## src/rtl/vga_timing_pattern_gen.sv

```systemverilog
// VGA timing generator with programmable porches, sync polarity and pixel divider.
// Drives a monochrome test pattern, latched only at frame start.
module vga_timing_pattern_gen #(
  parameter int H_ACTIVE   = 640,
  parameter int H_FP       = 16,
  parameter int H_SYNC     = 96,
  parameter int H_BP       = 48,
  parameter int V_ACTIVE   = 480,
  parameter int V_FP       = 10,
  parameter int V_SYNC     = 2,
  parameter int V_BP       = 33,
  parameter bit HSYNC_POL  = 1'b1,
  parameter bit VSYNC_POL  = 1'b1,
  parameter int CLK_DIV    = 1,
  parameter int COUNT_W    = 11,
  parameter int CHECK_LOG2 = 3,
  parameter int BAR_LOG2   = 6
) (
  input  logic               clk_25mhz,
  input  logic               reset,
  input  logic [1:0]         pattern_sel,
  output logic               hsync,
  output logic               vsync,
  output logic               video,
  output logic               active,
  output logic [COUNT_W-1:0] h_count,
  output logic [COUNT_W-1:0] v_count,
  output logic               pix_tick,
  output logic               line_start,
  output logic               frame_start
);

  localparam int H_TOTAL = H_ACTIVE + H_FP + H_SYNC + H_BP;
  localparam int V_TOTAL = V_ACTIVE + V_FP + V_SYNC + V_BP;
  localparam int HS_BEG  = H_ACTIVE + H_FP;
  localparam int HS_END  = HS_BEG + H_SYNC;
  localparam int VS_BEG  = V_ACTIVE + V_FP;
  localparam int VS_END  = VS_BEG + V_SYNC;
  localparam int DIV_W   = (CLK_DIV > 1) ? $clog2(CLK_DIV) : 1;

  logic [DIV_W-1:0]   div_q, div_d;
  logic [COUNT_W-1:0] h_q, h_d;
  logic [COUNT_W-1:0] v_q, v_d;
  logic [1:0]         pat_q, pat_d;
  logic               hs_q, hs_d;
  logic               vs_q, vs_d;
  logic               vid_q, vid_d;
  logic               act_q, act_d;
  logic               ls_q, ls_d;
  logic               fs_q, fs_d;
  logic               pat_px;

  assign pix_tick = (div_q == DIV_W'(CLK_DIV - 1));

  always_comb begin
    div_d = pix_tick ? '0 : div_q + 1'b1;
    h_d   = h_q;
    v_d   = v_q;
    if (pix_tick) begin
      if (h_q == COUNT_W'(H_TOTAL - 1)) begin
        h_d = '0;
        if (v_q == COUNT_W'(V_TOTAL - 1)) v_d = '0;
        else                              v_d = v_q + 1'b1;
      end else begin
        h_d = h_q + 1'b1;
      end
    end
    fs_d  = (h_d == '0) && (v_d == '0);
    ls_d  = (h_d == '0);
    pat_d = (pix_tick && fs_d) ? pattern_sel : pat_q;
  end

  // Decode the next position so outputs land in the same cycle as the counters.
  always_comb begin
    act_d = (h_d < COUNT_W'(H_ACTIVE)) && (v_d < COUNT_W'(V_ACTIVE));
    hs_d  = (h_d >= COUNT_W'(HS_BEG) && h_d < COUNT_W'(HS_END))
            ? HSYNC_POL : ~HSYNC_POL;
    vs_d  = (v_d >= COUNT_W'(VS_BEG) && v_d < COUNT_W'(VS_END))
            ? VSYNC_POL : ~VSYNC_POL;
    pat_px = 1'b0;
    unique case (pat_d)
      2'd0: pat_px = 1'b1;
      2'd1: pat_px = ~(h_d[CHECK_LOG2] ^ v_d[CHECK_LOG2]);
      2'd2: pat_px = h_d[BAR_LOG2];
      2'd3: pat_px = (h_d == '0) || (h_d == COUNT_W'(H_ACTIVE - 1)) ||
                     (v_d == '0) || (v_d == COUNT_W'(V_ACTIVE - 1));
    endcase
    vid_d = act_d & pat_px;
  end

  always_ff @(posedge clk_25mhz or negedge reset) begin
    if (!reset) begin
      div_q <= '0;
      h_q   <= COUNT_W'(H_TOTAL - 1);
      v_q   <= COUNT_W'(V_TOTAL - 1);
      pat_q <= '0;
      hs_q  <= ~HSYNC_POL;
      vs_q  <= ~VSYNC_POL;
      vid_q <= 1'b0;
      act_q <= 1'b0;
      ls_q  <= 1'b0;
      fs_q  <= 1'b0;
    end else begin
      div_q <= div_d;
      h_q   <= h_d;
      v_q   <= v_d;
      pat_q <= pat_d;
      hs_q  <= hs_d;
      vs_q  <= vs_d;
      vid_q <= vid_d;
      act_q <= act_d;
      ls_q  <= ls_d;
      fs_q  <= fs_d;
    end
  end

  assign hsync       = hs_q;
  assign vsync       = vs_q;
  assign video       = vid_q;
  assign active      = act_q;
  assign h_count     = h_q;
  assign v_count     = v_q;
  assign line_start  = ls_q;
  assign frame_start = fs_q;

endmodule

```

## config.mk

```make
export PLATFORM = sky130hd
export DESIGN_NAME = vga_timing_pattern_gen
export DESIGN_NICKNAME = d
export VERILOG_FILES = /design/src/rtl/vga_timing_pattern_gen.sv
export SDC_FILE = /design/constraint.sdc
export NUM_CORES = 1
export LEC_CHECK = 0
export ABC_AREA = 1
export CELL_PAD_IN_SITES_DETAIL_PLACEMENT = 0
export CELL_PAD_IN_SITES_GLOBAL_PLACEMENT = 2
export CORE_ASPECT_RATIO = 0.5
export CORE_UTILIZATION = 25
export DETAILED_ROUTE_END_ITERATION = 7
export PLACE_DENSITY = 0.7
export SETUP_SLACK_MARGIN = 0.2
export SLEW_MARGIN = 40
export SYNTH_ARGS = -nofsm -noshare
export SYNTH_HDL_FRONTEND = slang
export SYNTH_SLANG_ARGS = --single-unit
```

## constraint.sdc

```tcl
create_clock -name clk_25mhz -period 2.2 [get_ports clk_25mhz]
set_clock_uncertainty 0.1 [all_clocks]
set_input_delay 0.55 -clock clk_25mhz [delete_from_list [all_inputs] [get_ports clk_25mhz]]
set_output_delay 0.55 -clock clk_25mhz [all_outputs]
set_load 0.01 [all_outputs]
```

# == After elaboration in Yosys (flattened, before gate mapping) ==
# Cells that the tools add are included.
# word_totals
reg_bits,31
out_inout_bits,29
elab_cells,51
# classes
n_addsub,3
magnitude_cmp,6
eq_ne,7
n_mux,10
bitwise_logic,4
n_reduce_logical,11
# op_table
cell,count
11-bit 2-to-1 mux,5
11-bit by 10-bit equality test with 1-bit output (second input constant),3
11-bit by 1-bit adder with 11-bit output (second input constant),2
11-bit logical NOT,2
11-bit by 10-bit < comparator with 1-bit output (second input constant),2
11-bit by 9-bit < comparator with 1-bit output (second input constant),2
11-bit by 9-bit equality test with 1-bit output (second input constant),1
11-bit by 10-bit >= comparator with 1-bit output (second input constant),1
11-bit by 9-bit >= comparator with 1-bit output (second input constant),1
1-bit logical AND,5
2-bit equality test (second input constant),2
1-bit case mux with 4 select lines,1
1-bit logical OR,3
1-bit 2-to-1 mux,3
2-bit by 1-bit equality test with 1-bit output (second input constant),1
2-bit logical NOT,1
2-bit 2-to-1 mux,1
1-bit NOT,2
1-bit adder (second input constant),1
1-bit AND,1
1-bit bitwise XOR,1

# == Longest topological paths before layout ==
# depth
depth_word,11
ltp_mapped,16
depth_no_buf,16

# == Worst setup path after synthesis ==
# OpenSTA, ideal clock, no wires.
# synth_path
kind,reg-to-reg
from,"register h_q[0], in the netlist h_count[0]"
to,"register vid_q, in the netlist video"
setup_ps,73
t_arrival_ps,2138
slack_ps,-111
path_stages_with_launch,17
n_path_buf,1
synth_period_minus_slack_ps,2311
path_cell_list,dfstp_2 -> ha_1 -> nand2_2 -> nor2_4 -> nand3_4 -> buf_6 -> nand2_1 -> nand2_2 -> nor2_2 -> nand2_1 -> nor2_4 -> nand3_2 -> nand2_1 -> nand2_2 -> clkinv_1 -> nand2_1 -> a21oi_2
# synth_via
elab_chain_cells,10
# synth_lines
item,line,text
from (decl),42,"logic [COUNT_W-1:0] h_q, h_d;"
from (signal assigned),94,h_q <= COUNT_W'(H_TOTAL - 1);
11-bit by 10-bit equality test with 1-bit output *,60,if (h_q == COUNT_W'(H_TOTAL - 1)) begin
11-bit 2-to-1 mux *,60,
11-bit 2-to-1 mux *,59,if (pix_tick) begin
net v_d[1],43,"logic [COUNT_W-1:0] v_q, v_d;"
11-bit logical NOT *,68,fs_d = (h_d == '0) && (v_d == '0);
1-bit logical AND *,68,
1-bit logical AND *,70,pat_d = (pix_tick && fs_d) ? pattern_sel : pat_q;
2-bit 2-to-1 mux *,70,
net pat_d[1],44,"logic [1:0] pat_q, pat_d;"
2-bit equality test (tied with other cells),81,unique case (pat_d)
1-bit case mux with 4 select lines *,81,
1-bit AND *,88,vid_d = act_d & pat_px;
net vid_d,47,"logic vid_q, vid_d;"
to (signal assigned),110,vid_q <= vid_d;
to (decl),47,
# Mark *: on every way through the listed nets, which the timed path passes. The rest lies on a longest branch.

# == Worst setup path in the final report ==
# layout_path
from,"register h_q[1], in the netlist h_count[1]"
to,"register vid_q, in the netlist video"
# layout_via
elab_chain_cells,10
# layout_lines
item,line,text
11-bit by 1-bit adder with 11-bit output or 11-bit by 10-bit equality test with 1-bit output (tied branches),"65, 60",
11-bit 2-to-1 mux,60,
11-bit 2-to-1 mux *,59,
11-bit logical NOT *,n/a,
net ls_d,49,"logic ls_q, ls_d;"
1-bit logical AND *,68,
1-bit logical AND *,70,
2-bit 2-to-1 mux *,70,
net pat_d[0],44,
2-bit equality test (tied with other cells),81,
1-bit case mux with 4 select lines *,81,
1-bit AND *,88,
net vid_d,47,
# Marks and branches as above.

==> results.md <==
- The flow ran to the end, but the final reports show violations.
- The checks that failed: setup timing.
- The final worst-path cycle share is 108%.
- The number of design rule violations left after detail routing is 0.
- The total of warnings raised by yosys is 0.
- In this run the worst setup path terminates at video.
- STA classifies the critical path startpoint as a register.
- The worst setup path is captured at a register.
- The most used standard cell by instance count after synthesis is sky130_fd_sc_hd__nand2_1.
- The height of the chip is 64.9 um.
- The total placed instance area is 2790 um^2.
- Measured in cells, the most critical reg-to-reg path has a length of 15.
- Once routing completed, OpenROAD measured the worst setup slack at -0.167 ns.
- The total number of vias is 2110.
- The startpoint of the worst register-to-register path is h_count[1].
- The fraction of power spent switching nets is 19.9%.
- The sequential cell fraction of total power is 44.0%.
- The master cell of the clock root buffer is sky130_fd_sc_hd__clkbuf_16.
- The maximum number of pins on one net before global-route repair is 31.
- Setup violations remaining at the end of the flow were counted as 6.
- The library cell with the largest summed area after synthesis is sky130_fd_sc_hd__dfrtp_1.
- The post-synthesis to final-layout area growth is 65.6%.
- After synthesis the netlist holds a flip-flop and latch count of 30.
- The capturing point of the worst reg2reg path is video.
- The share of cells above drive strength 1 is 38.0%.
- The number of nets produced by synthesis is 295.
- The number of buffers between clock root and the deepest sink is 2.
- The first-pass detailed-route iteration total is 5.
- The first element of the critical path is h_count[1].
- Across the VDD grid, the largest voltage drop is 0.257 mV.
- The die area is 8300 um^2.
- The clock net sink count is 30.
- Subtracting the final worst setup slack from the clock period gives 2.37 ns.
- At the later pin of the worst-skew pair, clock insertion delay measures 0.27 ns.
- For the worst setup path, the data arrival time is 2.47 ns.
- The data required time at the worst endpoint is 2.30 ns.
- The initial antenna violation count is 0.
- The number of pins with negative max-slew slack in the final report is 0.
- The number of cell rows is 22.
- The effective utilization at floorplan is 26.5%.
- In the synthesized netlist, the cells that appear most often are sky130_fd_sc_hd__nand2_1 (81), sky130_fd_sc_hd__inv_1 (46), sky130_fd_sc_hd__nor2_1 (35).
- The share of the synthesized area in the top cell type is 25.3%.
- The maximum frequency from static timing analysis is 422 MHz.
- In this run the remaining antenna-violating nets after routing total 0.
- The overall fraction of global-route tracks in use is 16.1%.
- The horizontal die dimension is 128 um.
- 0 antenna diodes ended up in the layout.
- The routability-driven placement congestion ratio is 0.871.
- The TritonCTS clock tree is yes.
- The placed wire-length estimate is 4.66 mm.
- Of all flip-flops after synthesis, the portion carrying an async set or reset was 100%.
- The share of total power dissipated in the clock network is 54.5%.
- The core region is 7490 um^2.
- The max-capacitance violation count is 0.
- The leakage component of the power is 1.67 nW.
- The final routed wire length divided by cell count is 12.5 um.
- The number of global-route vias before repair was 2130.
- The clock-pin slew of the registers on the worst-case setup and hold paths is 0.05 ns.
- The reg2reg setup slack is -0.17 ns.
- In the synthesized netlist, the number of instances is 287.
- The summed instance area of the synthesized netlist is 1980 um^2.
- The number of synthesized flops with an enable pin is 0.
- The combinational cell fraction of total power is 1.5%.
- In this run, the number of DRC markers left after iteration 0 of detailed routing was 97.
- The worst hold slack after final layout is 0.454 ns.
- After synthesis, the mean cell area works out to 6.90 um^2.
- The distinct cell type count after synthesis is 25.
- 33 I/O pins were placed.
- The path class of the tightest hold or removal check is register to register.
- Clock tree synthesis inserted a total of 5 buffers.
- The final design area excluding fillers is 3280 um^2.
- In the routed layout, each cell is associated on average with a via count of 4.25.
- The net count of the finished layout is 396.
- Setup repair after global routing could not meet its margin everywhere.
- The power per cell area is 383 nW/um^2.
- Input and output buffers added on the ports amount to 31.
- In this run the worst path has a maximum fanout of 7.
- The most instantiated flip-flop cell in the synthesis netlist is sky130_fd_sc_hd__dfrtp_1.
- The hold violation total from the final report came to 0.
- The total global routing overflow is 0.
- The H-tree generated during clock tree synthesis spans 2 levels.
- Wires add up to 6.22 mm.
- After synthesis, flip-flops and latches occupy 38.5% of the total area.
- For this design the total switching power over the nets is 0.250 mW.
- The critical path in this run is classified as register to register.
- The internal power summed over all cells is 1.01 mW.
- Yosys attributes the largest share of cell area to sky130_fd_sc_hd__dfrtp_1 (25%), sky130_fd_sc_hd__nand2_1 (15%), sky130_fd_sc_hd__dfstp_2 (13%).
- The wire length of the first global-routing pass is 10.3 mm.
-- worst max-delay path, stage by stage, from the launching register on --
cell	delay, ns
sky130_fd_sc_hd__dfstp_2	0.55
sky130_fd_sc_hd__ha_4	0.16
sky130_fd_sc_hd__nand2_4	0.06
sky130_fd_sc_hd__nor2_4	0.15
sky130_fd_sc_hd__nand3_4	0.21
sky130_fd_sc_hd__nand3_4	0.15
sky130_fd_sc_hd__nand2_4	0.07
sky130_fd_sc_hd__nor2_2	0.09
sky130_fd_sc_hd__nand2_2	0.08
sky130_fd_sc_hd__nor2_4	0.15
sky130_fd_sc_hd__nand3_2	0.13
sky130_fd_sc_hd__nand2_2	0.11
sky130_fd_sc_hd__nand2_2	0.07
sky130_fd_sc_hd__nand2_2	0.06
sky130_fd_sc_hd__nand2_2	0.05
sky130_fd_sc_hd__a21oi_2	0.10
-- power by group through the flow --
| stage | Combinational, mW | Sequential, mW | Clock, mW |
|---|---|---|---|
| 2_1_floorplan | 0.00206 | 0.562 | 0 |
| 3_3_place_gp | 0.0195 | 0.562 | 0 |
| 3_5_place_dp | 0.0197 | 0.562 | 0 |
| 4_1_cts | 0.0197 | 0.553 | 0.705 |
| 5_1_grt | 0.0214 | 0.553 | 0.731 |
| 6_report | 0.0185 | 0.553 | 0.685 |
-- what timing repair did --
item	CTS	global route
setup buffers	13	5
hold buffers	0	0
resized for setup	40	33
setup endpoints to repair	23	12
cloned	1	0
pin swaps	20	24
-- worst min path at each step --
stage / startpoint / slack (ns) / to / cells after the start
floorplan: reset / 0.15 / active / 0
global placement: pat_q[1] / 0.38 / pat_q[1] / 2
detailed placement: pat_q[1] / 0.40 / pat_q[1] / 2
CTS: pat_q[0] / 0.43 / pat_q[0] / 2
global route: pat_q[0] / 0.47 / pat_q[0] / 2
finish: pat_q[0] / 0.45 / pat_q[0] / 2
-- state kept, by name, indices dropped and copies added (netlist names) --
name,flops
hsync,1
vsync,1
frame_start,1
v_count,11
pat_q,2
active,1
line_start,1
h_count,11
video,1
-- cells by family (layout without fill, tap and decap cells) --
group / Yosys count / count (layout) / share of synthesized area, %
other: 1 / 1 / 0.189
flip-flops: 30 / 30 / 38.5
buffers and inverters: 52 / 153 / 10.6
XOR/XNOR: 4 / 4 / 1.77
adder cells (fa/ha/maj): 4 / 4 / 2.53
AND/OR/NAND/NOR: 186 / 187 / 43.7
AO/OA/AOI/OAI: 10 / 10 / 2.72
-- cell type report --
type | instances | area, um^2
clock buffer | 7 | 143
clock inverter | 1 | 5.00
fill | 784 | 4210
inverter | 48 | 186
multi-input combinational | 206 | 1210
sequential | 30 | 768
tap | 108 | 135
timing repair buffer | 97 | 828
-- routing by layer --
layer  global-route usage (%)  part of all wire (%)  up-vias
met5                        0                     0        -
li1                         -                     -     1086
met3                     2.81                   3.8        8
met1                     22.6                    49      976
met2                     25.7                    46       40
met4                     4.26                   1.1        0
-- through the flow --
step                std cells  setup TNS (ns)  util (%)  worst slack, ns  power (mW)
floorplan                 287        -0.00398         -         -0.00398       0.564
global placement          470          -0.221      37.3           -0.172       0.582
detailed placement        470          -0.278      37.3           -0.199       0.582
CTS                       492          -0.439      41.6           -0.160        1.28
global route              497           -1.35      43.8           -0.282        1.31
finish                    497          -0.562      43.8           -0.167        1.26
-- placed cells by master, fill, tap and decap left out, types with 3 or more instances in the layout --
| master | count |
|---|---|
| sky130_fd_sc_hd__buf_4 | 57 |
| sky130_fd_sc_hd__buf_6 | 9 |
| sky130_fd_sc_hd__clkbuf_16 | 5 |
| sky130_fd_sc_hd__clkdlybuf4s50_1 | 16 |
| sky130_fd_sc_hd__dfrtp_1 | 16 |
| sky130_fd_sc_hd__dfrtp_2 | 4 |
| sky130_fd_sc_hd__dfstp_2 | 10 |
| sky130_fd_sc_hd__dlygate4sd2_1 | 13 |
| sky130_fd_sc_hd__ha_1 | 3 |
| sky130_fd_sc_hd__inv_1 | 44 |
| sky130_fd_sc_hd__nand2_1 | 66 |
| sky130_fd_sc_hd__nand2_2 | 21 |
| sky130_fd_sc_hd__nand2_4 | 5 |
| sky130_fd_sc_hd__nand3_1 | 27 |
| sky130_fd_sc_hd__nand3_2 | 5 |
| sky130_fd_sc_hd__nand3_4 | 4 |
| sky130_fd_sc_hd__nand4_1 | 6 |
| sky130_fd_sc_hd__nor2_1 | 31 |
| sky130_fd_sc_hd__nor2_2 | 7 |
| sky130_fd_sc_hd__nor2_4 | 8 |
| sky130_fd_sc_hd__nor3_1 | 5 |
| sky130_fd_sc_hd__o21ai_0 | 4 |
| sky130_fd_sc_hd__o21ai_4 | 3 |
| sky130_fd_sc_hd__xor2_1 | 4 |
Power figures use the tool's default switching activity.
